### src/rtl/ifetch.sv
// ifetch: instruction fetch unit with an in-order response buffer.
// Issues word-aligned imem requests, buffers returned words, hands them to decode.
//
// Ports:
//   clk, rst                  clock, asynchronous active-high reset
//   imem_req_valid/ready/addr fetch request handshake and word address
//   imem_rsp_valid/data       in-order instruction responses (no backpressure)
//   redirect, redirect_pc     taken jump/branch and its target
//   inst_valid/ready          decode handshake
//   inst, inst_pc             head-of-buffer instruction word and its address
//
// Parameters: RESET_PC (first fetch address), MAX_OUT (requests in flight).
// Macro IFETCH_BUF2_EN: defined -> 2-entry buffer, undefined -> 1-entry buffer.
module ifetch #(
    parameter logic [31:0] RESET_PC = 32'h0000_0000,
    parameter int unsigned MAX_OUT  = 2
) (
    input  logic        clk,
    input  logic        rst,
    output logic        imem_req_valid,
    input  logic        imem_req_ready,
    output logic [31:0] imem_req_addr,
    input  logic        imem_rsp_valid,
    input  logic [31:0] imem_rsp_data,
    input  logic        redirect,
    input  logic [31:0] redirect_pc,
    output logic        inst_valid,
    input  logic        inst_ready,
    output logic [31:0] inst,
    output logic [31:0] inst_pc
);

`ifdef IFETCH_BUF2_EN
    localparam int unsigned DEPTH = 2;
`else
    localparam int unsigned DEPTH = 1;
`endif
    localparam int unsigned OW = $clog2(MAX_OUT + 1);
    localparam int unsigned CW = $clog2(DEPTH + 1);

    typedef enum logic {
        S_RUN   = 1'b0,
        S_FLUSH = 1'b1
    } state_t;

    state_t        state_q, state_d;
    logic [31:0]   fpc_q, fpc_d;
    logic [31:0]   rpc_q, rpc_d;
    logic [OW-1:0] out_q, out_d;
    logic [OW-1:0] drop_q, drop_d;
    logic [CW-1:0] cnt_q, cnt_d;
    logic [31:0]   inst_q [DEPTH];
    logic [31:0]   inst_d [DEPTH];
    logic [31:0]   pc_q   [DEPTH];
    logic [31:0]   pc_d   [DEPTH];

    logic          req_hs, rsp_ok, push, pop;
    logic [OW-1:0] live;
    logic [31:0]   occ;
    logic [31:0]   tgt;
    logic          unused_bits;

    assign unused_bits = ^redirect_pc[1:0];
    assign tgt = {redirect_pc[31:2], 2'b00};

    // Requests still owed to the buffer (stale ones are excluded).
    assign live = out_q - drop_q;
    assign pop  = inst_valid && inst_ready;
    // The slot freed by this cycle's decode handshake is reusable now,
    // which is what lets a 1-cycle imem sustain full throughput.
    assign occ  = 32'(cnt_q) - 32'(pop) + 32'(live);

    assign imem_req_valid = !rst && !redirect
                          && (occ < DEPTH)
                          && (32'(out_q) < MAX_OUT);
    assign imem_req_addr  = {fpc_q[31:2], 2'b00};
    assign inst_valid     = (cnt_q != '0);
    assign inst           = inst_q[0];
    assign inst_pc        = pc_q[0];

    assign req_hs = imem_req_valid && imem_req_ready;
    // A response with nothing outstanding is ignored entirely.
    assign rsp_ok = imem_rsp_valid && (out_q != '0);
    assign push   = rsp_ok && !redirect && (state_q == S_RUN);

    always_comb begin
        state_d = state_q;
        fpc_d   = fpc_q;
        rpc_d   = rpc_q;
        out_d   = out_q + OW'(req_hs) - OW'(rsp_ok);
        drop_d  = drop_q;
        cnt_d   = cnt_q + CW'(push) - CW'(pop);
        for (int i = 0; i < int'(DEPTH); i++) begin
            inst_d[i] = inst_q[i];
            pc_d[i]   = pc_q[i];
        end

        if (req_hs) begin
            fpc_d = fpc_q + 32'd4;
        end

        if (pop) begin
            for (int i = 0; i < int'(DEPTH) - 1; i++) begin
                inst_d[i] = inst_q[i+1];
                pc_d[i]   = pc_q[i+1];
            end
        end

        // Live responses come back in fetch order, so their address is
        // simply the next sequential pc since the last redirect.
        if (push) begin
            for (int i = 0; i < int'(DEPTH); i++) begin
                if (32'(i) == 32'(cnt_q) - 32'(pop)) begin
                    inst_d[i] = imem_rsp_data;
                    pc_d[i]   = rpc_q;
                end
            end
            rpc_d = rpc_q + 32'd4;
        end

        if (state_q == S_FLUSH && rsp_ok) begin
            drop_d = drop_q - OW'(1'b1);
        end

        if (redirect) begin
            fpc_d  = tgt;
            rpc_d  = tgt;
            cnt_d  = '0;
            drop_d = out_q - OW'(rsp_ok);
        end

        state_d = (drop_d != '0) ? S_FLUSH : S_RUN;
    end

    always_ff @(posedge clk or posedge rst) begin
        if (rst) begin
            state_q <= S_RUN;
            fpc_q   <= RESET_PC;
            rpc_q   <= {RESET_PC[31:2], 2'b00};
            out_q   <= '0;
            drop_q  <= '0;
            cnt_q   <= '0;
            for (int i = 0; i < int'(DEPTH); i++) begin
                inst_q[i] <= '0;
                pc_q[i]   <= '0;
            end
        end else begin
            state_q <= state_d;
            fpc_q   <= fpc_d;
            rpc_q   <= rpc_d;
            out_q   <= out_d;
            drop_q  <= drop_d;
            cnt_q   <= cnt_d;
            for (int i = 0; i < int'(DEPTH); i++) begin
                inst_q[i] <= inst_d[i];
                pc_q[i]   <= pc_d[i];
            end
        end
    end

endmodule

### config.mk
export PLATFORM = sky130hd
export DESIGN_NAME = ifetch
export DESIGN_NICKNAME = d
export VERILOG_FILES = /design/src/rtl/ifetch.sv
export SDC_FILE = /design/constraint.sdc
export NUM_CORES = 1
export LEC_CHECK = 0
export CORE_MARGIN = 1.5
export CORE_UTILIZATION = 49
export DETAILED_ROUTE_END_ITERATION = 12
export GPL_TIMING_DRIVEN = 0
export PLACE_DENSITY = 0.81
export REMOVE_ABC_BUFFERS = 1
export SYNTH_ARGS = -nofsm -noshare
export SYNTH_HDL_FRONTEND = slang
export SYNTH_SLANG_ARGS = --single-unit
### constraint.sdc
create_clock -name clk -period 4.95 [get_ports clk]
set_input_delay 1.2375 -clock clk [delete_from_list [all_inputs] [get_ports clk]]
set_output_delay 1.2375 -clock clk [all_outputs]
set_load 0.02 [all_outputs]
# After elaboration in Yosys (flattened, before gate mapping)
# Cells that the tools add are included.
dict set report totals {
  output_inout_bits 98
  reg_bits 134
}
dict set report op_classes {
  n_mux 8
  reduce_logical 17
  addsub 11
  bitwise 1
  magnitude_cmp 2
}
# cell n
set ops {}
lappend ops {{$mux 32} 4}
lappend ops {{$add 32x3->32 const B} 2}
lappend ops {{$add 32x2->32} 1}
lappend ops {{$logic_not 32->1} 1}
lappend ops {{$lt 32x1->1 const B} 1}
lappend ops {{$logic_and 1x1->1} 9}
lappend ops {{$reduce_bool 2->1} 4}
lappend ops {{$mux 2} 2}
lappend ops {{$sub 2x1->2} 2}
lappend ops {{$add 2x1->2} 1}
lappend ops {{$logic_not 1->1} 2}
lappend ops {{$lt 2x2->1 const B} 1}
lappend ops {{$mux 1} 2}
lappend ops {{$reduce_and 2->1} 1}
lappend ops {{$sub 1x1->2} 1}
lappend ops {{$sub 2x1->2 const B} 1}
lappend ops {{$sub 2x2->2} 1}
lappend ops {{$add 1x1->1} 1}
lappend ops {{$not 1->1} 1}
lappend ops {{$sub 1x1->1} 1}

# Longest topological paths before layout
# Gate-level depths: netlist (run 1).
dict set report depth {
  word_depth 9
  mapped_depth 17
}

# Worst setup path before layout (run 1)
# Ideal clock, no wire load.
dict set report synth_path {
  path_type {input port to output port}
  startpoint {in inst_ready}
  endpoint {out imem_req_valid}
  slack_ps 625
  arrival_time_ps 3087
  n_path_buf 0
  cell_stages 4
  cell_sequence {nor2b_1 > ha_1 > or4_1 > nor4_1}
}
dict set report synth_between {
  elab_chain_cells 6
}
# item line
set synth_lines {}
lappend synth_lines {{start: declaration} 28} ;# input logic inst_ready,
lappend synth_lines {{$logic_and 1x1->1} 68} ;# assign pop = inst_valid && inst_ready;
lappend synth_lines {{$sub 1x1->2} 71} ;# assign occ = 32'(cnt_q) - 32'(pop) + 32'(live);
lappend synth_lines {{$add 32x2->32} 71}
lappend synth_lines {{$lt 32x1->1} 74} ;# && (occ < DEPTH)
lappend synth_lines {{$logic_and 1x1->1} 74}
lappend synth_lines {{$logic_and 1x1->1} 75} ;# && (32'(out_q) < MAX_OUT);
lappend synth_lines {{end: declaration} 20} ;# output logic imem_req_valid,
# Every way passes these cells.

# Final worst setup path (run 1)
# Same ends and word-level chain as after synthesis.

==> metrics.log, run 1 <==
[metrics] largest net degree at the start of global routing: 73
[metrics] number of global-route vias before repair: 5129
[metrics] H-tree level count: 4
[metrics] share of the yosys chip area belonging to registers: 51.1%
[metrics] Max VDD drop: 0.227 mV
[metrics] floorplan die width: 116 µm
[metrics] number of port buffers: 161
[metrics] clock transition at the register clock pins on the worst setup and hold paths after CTS: 50 ps
[metrics] count of vias placed by the detailed router: 5191
[metrics] clock power share: 26.0%
[metrics] leakage power: 3.58 nW
[metrics] max-cap check violation count: 0
[metrics] worst path setup slack after routing: 194 ps
[metrics] fraction of final layout cells sized beyond drive strength 1: 16.2%
[metrics] final-report setup violation count: 0
[metrics] vertical extent of the die: 116 µm
[metrics] path type of the worst min-delay path: register to register
[metrics] cell class contributing the biggest share of worst-path delay: simple AND/OR/NAND/NOR gates
[metrics] number of design-rule violations left by the first detailed-router iteration: 356
[metrics] crit end category: primary output
[metrics] dominant cell by count in the synthesized netlist: sky130_fd_sc_hd__dfrtp_1
[metrics] worst clock skew: 6.52 ps
[metrics] count of antenna-violating nets left after detailed routing: 0
[metrics] Period Utilization, post-route: 96.1%
[metrics] critical path class: primary input to primary output
[metrics] cells traversed along the worst timing path: clkdlybuf4s50_1 -> nor2b_2 -> ha_1 -> or4_1 -> nor4_2 -> dlygate4sd2_1
[metrics] main combinational cell family by area after synthesis: simple AND/OR/NAND/NOR gates
[metrics] worst setup timing slack at the placement stage: -333 ps
[metrics] number of clock sinks: 128
[metrics] Switching Fraction: 33.3%
[metrics] CTS tree: yes
[metrics] area growth from synthesis to layout: 38.5%
[metrics] commonest cells in the synthesized netlist: sky130_fd_sc_hd__dfrtp_1, sky130_fd_sc_hd__mux2_2, sky130_fd_sc_hd__nand2_1
[metrics] count of flip-flops with a built-in enable after synthesis: 0
[metrics] Distinct cells, synth: 44
[metrics] placed inst area: 0.00812 mm²
[metrics] Die Area: 0.0135 mm²
[metrics] Initial DRT Pass Iterations: 4
[metrics] switching power total: 0.00147 W
[metrics] basic-gate share of the synthesized area counting and, or, nand and nor cells: 15.8%
[metrics] post-DP HPWL: 11.6 mm
[metrics] routed wirelength normalized by instance count: 17.7 µm
[metrics] worst-path cell with the longest stage delay: sky130_fd_sc_hd__or4_1
[metrics] Design Area, Final: 0.00868 mm²
[metrics] Synth Area in Compound Gates: 8.07%
[metrics] highest fanout seen on the critical path: 3
[metrics] clock buffer count from CTS: 17
[metrics] core outline area: 0.0126 mm²
[metrics] Setup TNS Final: 0 ps
[metrics] initial antenna violation count: 0
[metrics] leading area contributor after synthesis: sky130_fd_sc_hd__dfrtp_1
[metrics] total global routing overflow: 0
[metrics] Max Root-Sink Buffers: 2
[metrics] Gate power share: 38.1%
[metrics] share of synthesized area spent on multiplexers: 13.1%
[metrics] total routing resource utilization after global routing: 24.9%
[metrics] effective utilization at floorplan: 49.9%
[metrics] post-synthesis instance area: 0.00627 mm²
[metrics] startpoint type of the worst setup path: primary input
[metrics] Synth Instances: 563
[metrics] run status: finished clean
[metrics] ranking of synthesized cells by area: sky130_fd_sc_hd__dfrtp_1, sky130_fd_sc_hd__mux2_2, sky130_fd_sc_hd__ha_1, sky130_fd_sc_hd__nand3_1, sky130_fd_sc_hd__nand2_1
[metrics] Root Driver: sky130_fd_sc_hd__clkbuf_16
[metrics] first-pass GRT wire length: 25.7 mm
[metrics] Internal: 0.00295 W
[metrics] data arrival time of the critical path: 3520 ps
[metrics] Pwr per Cell Area: 510 mW/mm²
[metrics] placer's final routability congestion estimate: 0.860
[metrics] I/O pins: 168
[metrics] CP peak stage delay: 610 ps
[metrics] async set-or-reset flop fraction in the synthesized netlist: 100%
[metrics] part of the total power dissipated in sequential elements: 35.9%
[metrics] total number of yosys warnings: 0
[metrics] R2R Setup Slk: 1420 ps
[metrics] number of hold violations in the final report: 0
[metrics] synthesized area per cell: 11.1 µm²
[metrics] number of slew-limit violations in the final report: 0
[metrics] antenna diode count: 0
[metrics] Worst Path Required: 3710 ps
[metrics] # DRC: 0
[metrics] unrepaired setup endpoints after global routing: false
[metrics] total detailed-routing wirelength: 16.3 mm
[metrics] Buf/Inv on CP: 2
[metrics] post-synthesis adder-cell area fraction: 3.51%
[metrics] Via-to-Cell Ratio: 5.64
[metrics] Relative slew margins: 26.6%
[metrics] flip-flop and latch count after synthesis: 128
[metrics] Top FF cell, synth: sky130_fd_sc_hd__dfrtp_1
[metrics] fillcell total: 936
[metrics] xor and xnor area share after synthesis: 5.17%
[metrics] maximum frequency from static timing analysis: 210 MHz
[metrics] number of placement rows: 41
[metrics] minimum period implied by the final worst setup slack: 4760 ps
[metrics] clk_lat worst skew: 410 ps
[metrics] total number of nets in the final design: 824
[metrics] Synth top area share: 51.1%
[metrics] Worst Max-Slew Pin Slew: 1090 ps
## state kept, by name, summed over array words and instances (netlist names)
signal and cells:
rpc_q 30, inst_pc 30, drop_q 2, inst 32
out_q 2, fpc_q 30, state_q 1, inst_valid 1
## power by group through the flow
stage,clock network [W],logic [W],registers (W)
floorplan,0,0.000590,0.00191
finish,0.00115,0.00169,0.00159
CTS,0.00116,0.00169,0.00159
global route,0.00121,0.00182,0.00164
detailed placement,0,0.00168,0.00161
global placement,0,0.00165,0.00158
## final cells by class
| class | instances | area [µm²] | area share (%) |
|---|---|---|---|
| sequential | 128 | 3200 | 36.9 |
| clock buffer | 21 | 450 | 5.19 |
| tap | 172 | 215 | 2.48 |
| timing repair buffer | 173 | 1730 | 20.0 |
| multi-input combinational | 403 | 2930 | 33.8 |
| inverter | 14 | 57.6 | 0.663 |
| clock inverter | 10 | 88.8 | 1.02 |
## path summary, 6_finish.rpt
path / from / to / cells past startpoint
max in group asynchronous: rst / inst_pc[18]$_DFFE_PP0P_ / 3
min in group asynchronous: rst / inst_valid$_DFF_PP0_ / 2
worst max-delay path: inst_ready / imem_req_valid / 6
worst min-delay path: inst_pc[20]$_DFFE_PP0P_ / inst_pc[20]$_DFFE_PP0P_ / 1
worst min register to register: inst_pc[20]$_DFFE_PP0P_ / inst_pc[20]$_DFFE_PP0P_ / 1
worst max register to register: out_q[0]$_DFF_PP0_ / fpc_q[8]$_DFFE_PP0P_ / 13
## cells in the final DEF, fill, tap and decap left out, types with 16 or more instances in the layout
master                            count
sky130_fd_sc_hd__nand4_1             21
sky130_fd_sc_hd__nand3_1             37
sky130_fd_sc_hd__xnor2_1             19
sky130_fd_sc_hd__clkdlybuf4s50_1    159
sky130_fd_sc_hd__nand2_1             47
sky130_fd_sc_hd__xor2_1              18
sky130_fd_sc_hd__dfrtp_1            128
sky130_fd_sc_hd__clkbuf_16           17
sky130_fd_sc_hd__o21ai_0             34
sky130_fd_sc_hd__and3_1              17
sky130_fd_sc_hd__nor2_1              18
sky130_fd_sc_hd__mux2_2              70
sky130_fd_sc_hd__ha_1                16
## per-layer routing
layer / vias up / track usage (%) / share of wire (%)
met5: - / 0 / 0
met4: 0 / 11.3 / 2.8
met2: 224 / 40.9 / 48
met1: 2547 / 30.4 / 41
met3: 33 / 7.22 / 8.1
li1: 2387 / - / -
## logic make-up after synthesis
group	count (synthesis)
AND/OR/NAND/NOR	182
adder cells (fa/ha/maj)	17
AO/OA/AOI/OAI	80
other	2
flip-flops	128
buffers and inverters	44
multiplexers	73
XOR/XNOR	37
## worst register-to-register path: cells and delay by family (launching register included)
family / cells / cell delay, ps
AND/OR/NAND/NOR: 3 / 960
adder cells (fa/ha/maj): 3 / 940
buffers and inverters: 3 / 420
XOR/XNOR: 2 / 400
flip-flops: 1 / 360
AO/OA/AOI/OAI: 2 / 350
## what timing repair did
action | CTS | global route
hold buffers | 0 | 0
setup endpoints to repair | 1 | 2
gates cloned | 0 | 0
setup buffers | 0 | 2
endpoints found under the hold margin | 0 | 0
gates resized for setup | 2 | 1
pin swaps | 0 | 1
## stage by stage
stage / instances / util, % / hold slack, ps / power [W]
finish: 921 / 69.1 / 503 / 0.00442
global route: 921 / 69.1 / 516 / 0.00467
CTS: 919 / 68.9 / 507 / 0.00444
detailed placement: 888 / 64.6 / 494 / 0.00328
global placement: 878 / 63.6 / 488 / 0.00322
floorplan: 545 / - / 489 / 0.00250
Note: power is estimated with default switching activity, not from simulation.
==> run 2, diff against run 1 <==
Settings changed: SKIP_CTS_REPAIR_TIMING from default to 1.
==> metrics.log, run 2 (synthesis results as in run 1) <==
[metrics] flip-flop count of the largest register, all copies and words added: 32
[metrics] cell repeated most along the worst path: sky130_fd_sc_hd__ha_1
[metrics] cells on worst reg2reg path: 14
[metrics] worst clock skew: 6.47 ps
[metrics] capture point of the worst reg-to-reg path: out_q[1]$_DFF_PP0_
[metrics] Switching Fraction: 33.3%
[metrics] clock power share: 26.0%
[metrics] launching point of the worst reg2reg path: out_q[0]$_DFF_PP0_
[metrics] Max Root-Sink Buffers: 2
[metrics] total number of nets in the final design: 822
[metrics] highest fanout seen on the critical path: 25
[metrics] Via-to-Cell Ratio: 5.64
[metrics] Gate power share: 38.2%
[metrics] crit end category: register
[metrics] initial antenna violation count: 0
[metrics] placer's final routability congestion estimate: 0.860
[metrics] Setup TNS Final: 0 ps
[metrics] critical path class: primary input to register
[metrics] Initial DRT Pass Iterations: 5
[metrics] part of the total power dissipated in sequential elements: 35.9%
[metrics] Internal: 0.00295 W
[metrics] area growth from synthesis to layout: 38.3%
[metrics] largest net degree at the start of global routing: 73
[metrics] end of the critical path: out_q[1]$_DFF_PP0_
[metrics] R2R Setup Slk: 870 ps
[metrics] # DRC: 0
[metrics] Die Area: 0.0135 mm²
[metrics] number of global-route vias before repair: 5131
[metrics] worst-path cell with the longest stage delay: sky130_fd_sc_hd__nor4_4
[metrics] leading cell type in the layout, fill and taps excluded: sky130_fd_sc_hd__clkdlybuf4s50_1
[metrics] Relative slew margins: 27.6%
[metrics] CTS tree: yes
[metrics] post-DP HPWL: 11.6 mm
[metrics] count of antenna-violating nets left after detailed routing: 0
[metrics] Max VDD drop: 0.227 mV
[metrics] number of clock sinks: 128
[metrics] Design Area, Final: 0.00867 mm²
[metrics] final-report setup violation count: 0
[metrics] number of placed instances, taps included: 888
[metrics] run status: finished clean
[metrics] switching power total: 0.00147 W
[metrics] first-pass GRT wire length: 25.7 mm
[metrics] Buf/Inv on CP: 3
[metrics] total routing resource utilization after global routing: 24.9%
[metrics] number of design-rule violations left by the first detailed-router iteration: 361
[metrics] effective utilization at floorplan: 49.9%
[metrics] total global routing overflow: 0
[metrics] CP peak stage delay: 910 ps
[metrics] Worst Max-Slew Pin Slew: 1080 ps
[metrics] Period Utilization, post-route: 95.3%
[metrics] final cell count without fillers: 919
[metrics] leading cell types in the layout, fill and taps excluded: sky130_fd_sc_hd__clkdlybuf4s50_1, sky130_fd_sc_hd__dfrtp_1, sky130_fd_sc_hd__mux2_2
[metrics] number of slew-limit violations in the final report: 0
[metrics] number of port buffers: 161
[metrics] clock transition at the register clock pins on the worst setup and hold paths after CTS: 50 ps
[metrics] core outline area: 0.0126 mm²
[metrics] antenna diode count: 0
[metrics] Worst Path Required: 5270 ps
[metrics] number of hold violations in the final report: 0
[metrics] minimum period implied by the final worst setup slack: 4720 ps
[metrics] I/O pins: 168
[metrics] worst hold slack across all endpoints: 503 ps
[metrics] clk_lat worst skew: 410 ps
[metrics] H-tree level count: 4
[metrics] Pwr per Cell Area: 510 mW/mm²
[metrics] max-cap check violation count: 0
[metrics] fraction of final layout cells sized beyond drive strength 1: 15.9%
[metrics] overall power consumption: 0.00443 W
[metrics] placed inst area: 0.00812 mm²
[metrics] vertical extent of the die: 116 µm
[metrics] path type of the worst min-delay path: register to register
[metrics] cells traversed along the worst timing path: clkdlybuf4s50_1 -> nor2b_2 -> ha_1 -> or4_1 -> nor4_4 -> inv_2 -> ha_1 -> inv_1 -> ha_1 -> xnor2_1 -> xnor2_1
[metrics] count of vias placed by the detailed router: 5179
[metrics] Root Driver: sky130_fd_sc_hd__clkbuf_16
[metrics] total detailed-routing wirelength: 16.2 mm
[metrics] leakage power: 3.58 nW
[metrics] maximum frequency from static timing analysis: 212 MHz
[metrics] source of the critical timing path: inst_ready
[metrics] unrepaired setup endpoints after global routing: false
[metrics] cell class contributing the biggest share of worst-path delay: simple AND/OR/NAND/NOR gates
[metrics] number of placement rows: 41
[metrics] routed wirelength normalized by instance count: 17.6 µm
[metrics] startpoint type of the worst setup path: primary input
[metrics] floorplan die width: 116 µm
[metrics] path length in cells of the critical path: 11
[metrics] clock buffer count from CTS: 17
[metrics] data arrival time of the critical path: 5030 ps
## run 2: power groups by stage
stage	Combinational [W]	Clock (W)	Sequential [W]
final	0.00169	0.00115	0.00159
after global routing	0.00182	0.00121	0.00164
after CTS	0.00168	0.00116	0.00159
after detailed placement	0.00168	0	0.00161
after global placement	0.00165	0	0.00158
after floorplan	0.000590	0	0.00191
## run 2: area by class of cell
cell class                 count  area, µm²
fill                         938       3900
sequential                   128       3200
multi-input combinational    403       2930
timing repair buffer         171       1720
clock buffer                  21        450
tap                          172        215
clock inverter                10       88.8
inverter                      14       57.6
## run 2: worst min path at each step
| stage | depth (start not counted) | endpoint | slack (ps) | start |
|---|---|---|---|---|
| after floorplan | 1 | inst_pc[31]$_DFFE_PP0P_ | 490 | rpc_q[31]$_DFFE_PP0N_ |
| after global placement | 1 | inst[4]$_DFFE_PP0P_ | 490 | inst[4]$_DFFE_PP0P_ |
| after detailed placement | 1 | inst_pc[16]$_DFFE_PP0P_ | 490 | inst_pc[16]$_DFFE_PP0P_ |
| after CTS | 1 | inst_pc[16]$_DFFE_PP0P_ | 510 | inst_pc[16]$_DFFE_PP0P_ |
| after global routing | 1 | inst_pc[16]$_DFFE_PP0P_ | 520 | inst_pc[16]$_DFFE_PP0P_ |
| final | 1 | inst_pc[20]$_DFFE_PP0P_ | 500 | inst_pc[20]$_DFFE_PP0P_ |
## run 2: metal layers
layer  share of wire (%)  track usage (%)  wire (µm)
met5                   0                0          0
met4                 3.1             11.2        495
met3                 7.7             7.11       1250
met2                  48             40.9       7760
met1                  41             30.5       6670
## run 2: metrics by stage
stage,utilization (%),setup slack [ps]
after floorplan,-,-3260
after global placement,63.6,-7710
after detailed placement,64.6,-333
after CTS,68.9,-335
after global routing,69.0,26.8
final,69.0,234
==> run 3, diff against run 2 <==
Settings changed: CORE_UTILIZATION 49 to 64, DONT_BUFFER_PORTS from default to 1, PLACE_DENSITY 0.81 to 0.8.
==> metrics.log, run 3 (synthesis results as in run 1) <==
[metrics] post-DP HPWL: 10.3 mm
[metrics] number of global-route vias before repair: 4535
[metrics] vertical extent of the die: 102 µm
[metrics] Worst Path Required: 3710 ps
[metrics] total global routing overflow: 0
[metrics] antenna diode count: 0
[metrics] endpoint of the worst hold path: out_q[0]$_DFF_PP0_
[metrics] area occupied by registers: 0.00320 mm²
[metrics] number of placed instances, taps included: 683
[metrics] max-cap check violation count: 0
[metrics] Pwr per Cell Area: 562 mW/mm²
[metrics] Root Driver: sky130_fd_sc_hd__clkbuf_8
[metrics] number of slew-limit violations in the final report: 0
[metrics] crit end category: primary output
[metrics] number of hold violations in the final report: 0
[metrics] Worst Max-Slew Pin Slew: 1070 ps
[metrics] # DRC: 0
[metrics] count of vias placed by the detailed router: 4567
[metrics] floorplan die width: 102 µm
[metrics] leading cell type in the layout, fill and taps excluded: sky130_fd_sc_hd__dfrtp_1
[metrics] flip-flop count of the largest register, all copies and words added: 32
[metrics] launching point of the worst reg2reg path: out_q[0]$_DFF_PP0_
[metrics] first-pass GRT wire length: 23.1 mm
[metrics] maximum frequency from static timing analysis: 218 MHz
[metrics] total routing resource utilization after global routing: 29.3%
[metrics] leading cell types in the layout, fill and taps excluded: sky130_fd_sc_hd__dfrtp_1, sky130_fd_sc_hd__mux2_2, sky130_fd_sc_hd__nand2_1
[metrics] data arrival time of the critical path: 3340 ps
[metrics] routed wirelength normalized by instance count: 20.5 µm
[metrics] number of placement rows: 35
[metrics] worst hold stages: 1
[metrics] Period Utilization, post-route: 92.5%
[metrics] number of design-rule violations left by the first detailed-router iteration: 202
[metrics] R2R Setup Slk: 850 ps
[metrics] number of port buffers: 0
[metrics] fraction of final layout cells sized beyond drive strength 1: 20.0%
[metrics] core outline area: 0.00937 mm²
[metrics] path type of the worst min-delay path: register to register
[metrics] Die Area: 0.0104 mm²
[metrics] fillcell total: 635
[metrics] I/O pins: 168
[metrics] Relative slew margins: 28.2%
[metrics] Max Root-Sink Buffers: 2
[metrics] global routing met2 resource utilization: 47.3%
[metrics] total detailed-routing wirelength: 14.7 mm
[metrics] total number of nets in the final design: 660
[metrics] largest net degree at the start of global routing: 70
[metrics] clock transition at the register clock pins on the worst setup and hold paths after CTS: 60 ps
[metrics] unrepaired setup endpoints after global routing: false
[metrics] count of antenna-violating nets left after detailed routing: 0
[metrics] GRT met3 Usage: 10.7%
[metrics] placer's final routability congestion estimate: 0.856
[metrics] final cell count without fillers: 715
[metrics] area growth from synthesis to layout: 12.3%
[metrics] gr busiest metal: met2
[metrics] Via-to-Cell Ratio: 6.39
[metrics] worst clock skew: 10.2 ps
[metrics] Max VDD drop: 0.241 mV
[metrics] cells on worst reg2reg path: 14
[metrics] minimum period implied by the final worst setup slack: 4580 ps
[metrics] origin of the worst min-delay path: out_q[0]$_DFF_PP0_
[metrics] highest fanout seen on the critical path: 3
[metrics] capture point of the worst reg-to-reg path: out_q[1]$_DFF_PP0_
[metrics] number of clock sinks: 128
[metrics] clock buffer count from CTS: 17
[metrics] CTS tree: yes
[metrics] Initial DRT Pass Iterations: 5
[metrics] worst hold slack across all endpoints: 545 ps
[metrics] clk_lat worst skew: 520 ps
[metrics] H-tree level count: 4
[metrics] critical path class: primary input to primary output
[metrics] run status: finished clean
[metrics] area of the multi-input gates: 0.00292 mm²
[metrics] effective utilization at floorplan: 66.9%
[metrics] startpoint type of the worst setup path: primary input
[metrics] initial antenna violation count: 0
[metrics] global-route track usage on met1: 35.2%
[metrics] final-report setup violation count: 0
[metrics] leakage power: 2.97 nW
## run 3: changes by cell type in the layout (fill, tap and decap cells not counted), sizes merged, moves of 2 or more
cell,change
inv,+5
clkbuf,-2
clkinvlp,-3
clkdlybuf4s50,-159
buf,-2
bufinv,+2
## run 3: cell type report
cell class,instances,area share (%)
Tap cell,129,2.29
Clock inverter,13,2.49
Timing Repair Buffer,9,1.30
Sequential cell,128,45.5
Clock buffer,19,5.99
Inverter,14,0.818
Multi-Input combinational cell,403,41.6
## run 3: stage by stage
step           area [µm²]  setup TNS (ps)  setup slack, ps  utilization [%]  power [W]
2_1_floorplan        6170         -202040            -3260                -    0.00250
3_3_place_gp         6330         -470830            -5680             67.5    0.00263
3_5_place_dp         6440               0              219             68.7    0.00270
4_1_cts              7030               0              337             75.1    0.00396
5_1_grt              7030               0              229             75.1    0.00415
6_report             7030               0              370             75.1    0.00396
## run 3: power by group
group,internal [W],switching [W]
Sequential,0.00137,0.000612
Clock,0.000779,0.000488
Combinational,0.000385,0.000325
Total,0.00253,0.00143
## run 3: how the worst max path moves through the flow
stage | startpoint | endpoint | cells past startpoint
final | inst_ready | imem_req_valid | 4
after detailed placement | inst_ready | out_q[1]$_DFF_PP0_ | 10
after CTS | inst_ready | imem_req_valid | 4
after global placement | imem_rsp_valid | inst[4]$_DFFE_PP0P_ | 3
after floorplan | imem_rsp_valid | inst[0]$_DFFE_PP0P_ | 3
after global routing | inst_ready | imem_req_valid | 4
## run 3: critical path: stages
cell	delay, ps
sky130_fd_sc_hd__nor2b_1	270
sky130_fd_sc_hd__ha_1	300
sky130_fd_sc_hd__or4_1	600
sky130_fd_sc_hd__nor4_1	940
## run 3: metal layers
metal / vias up / wire length (µm)
li1: 2064 / -
met1: 2244 / 5630
met2: 226 / 7160
met3: 33 / 1480
met4: 0 / 395
met5: - / 0
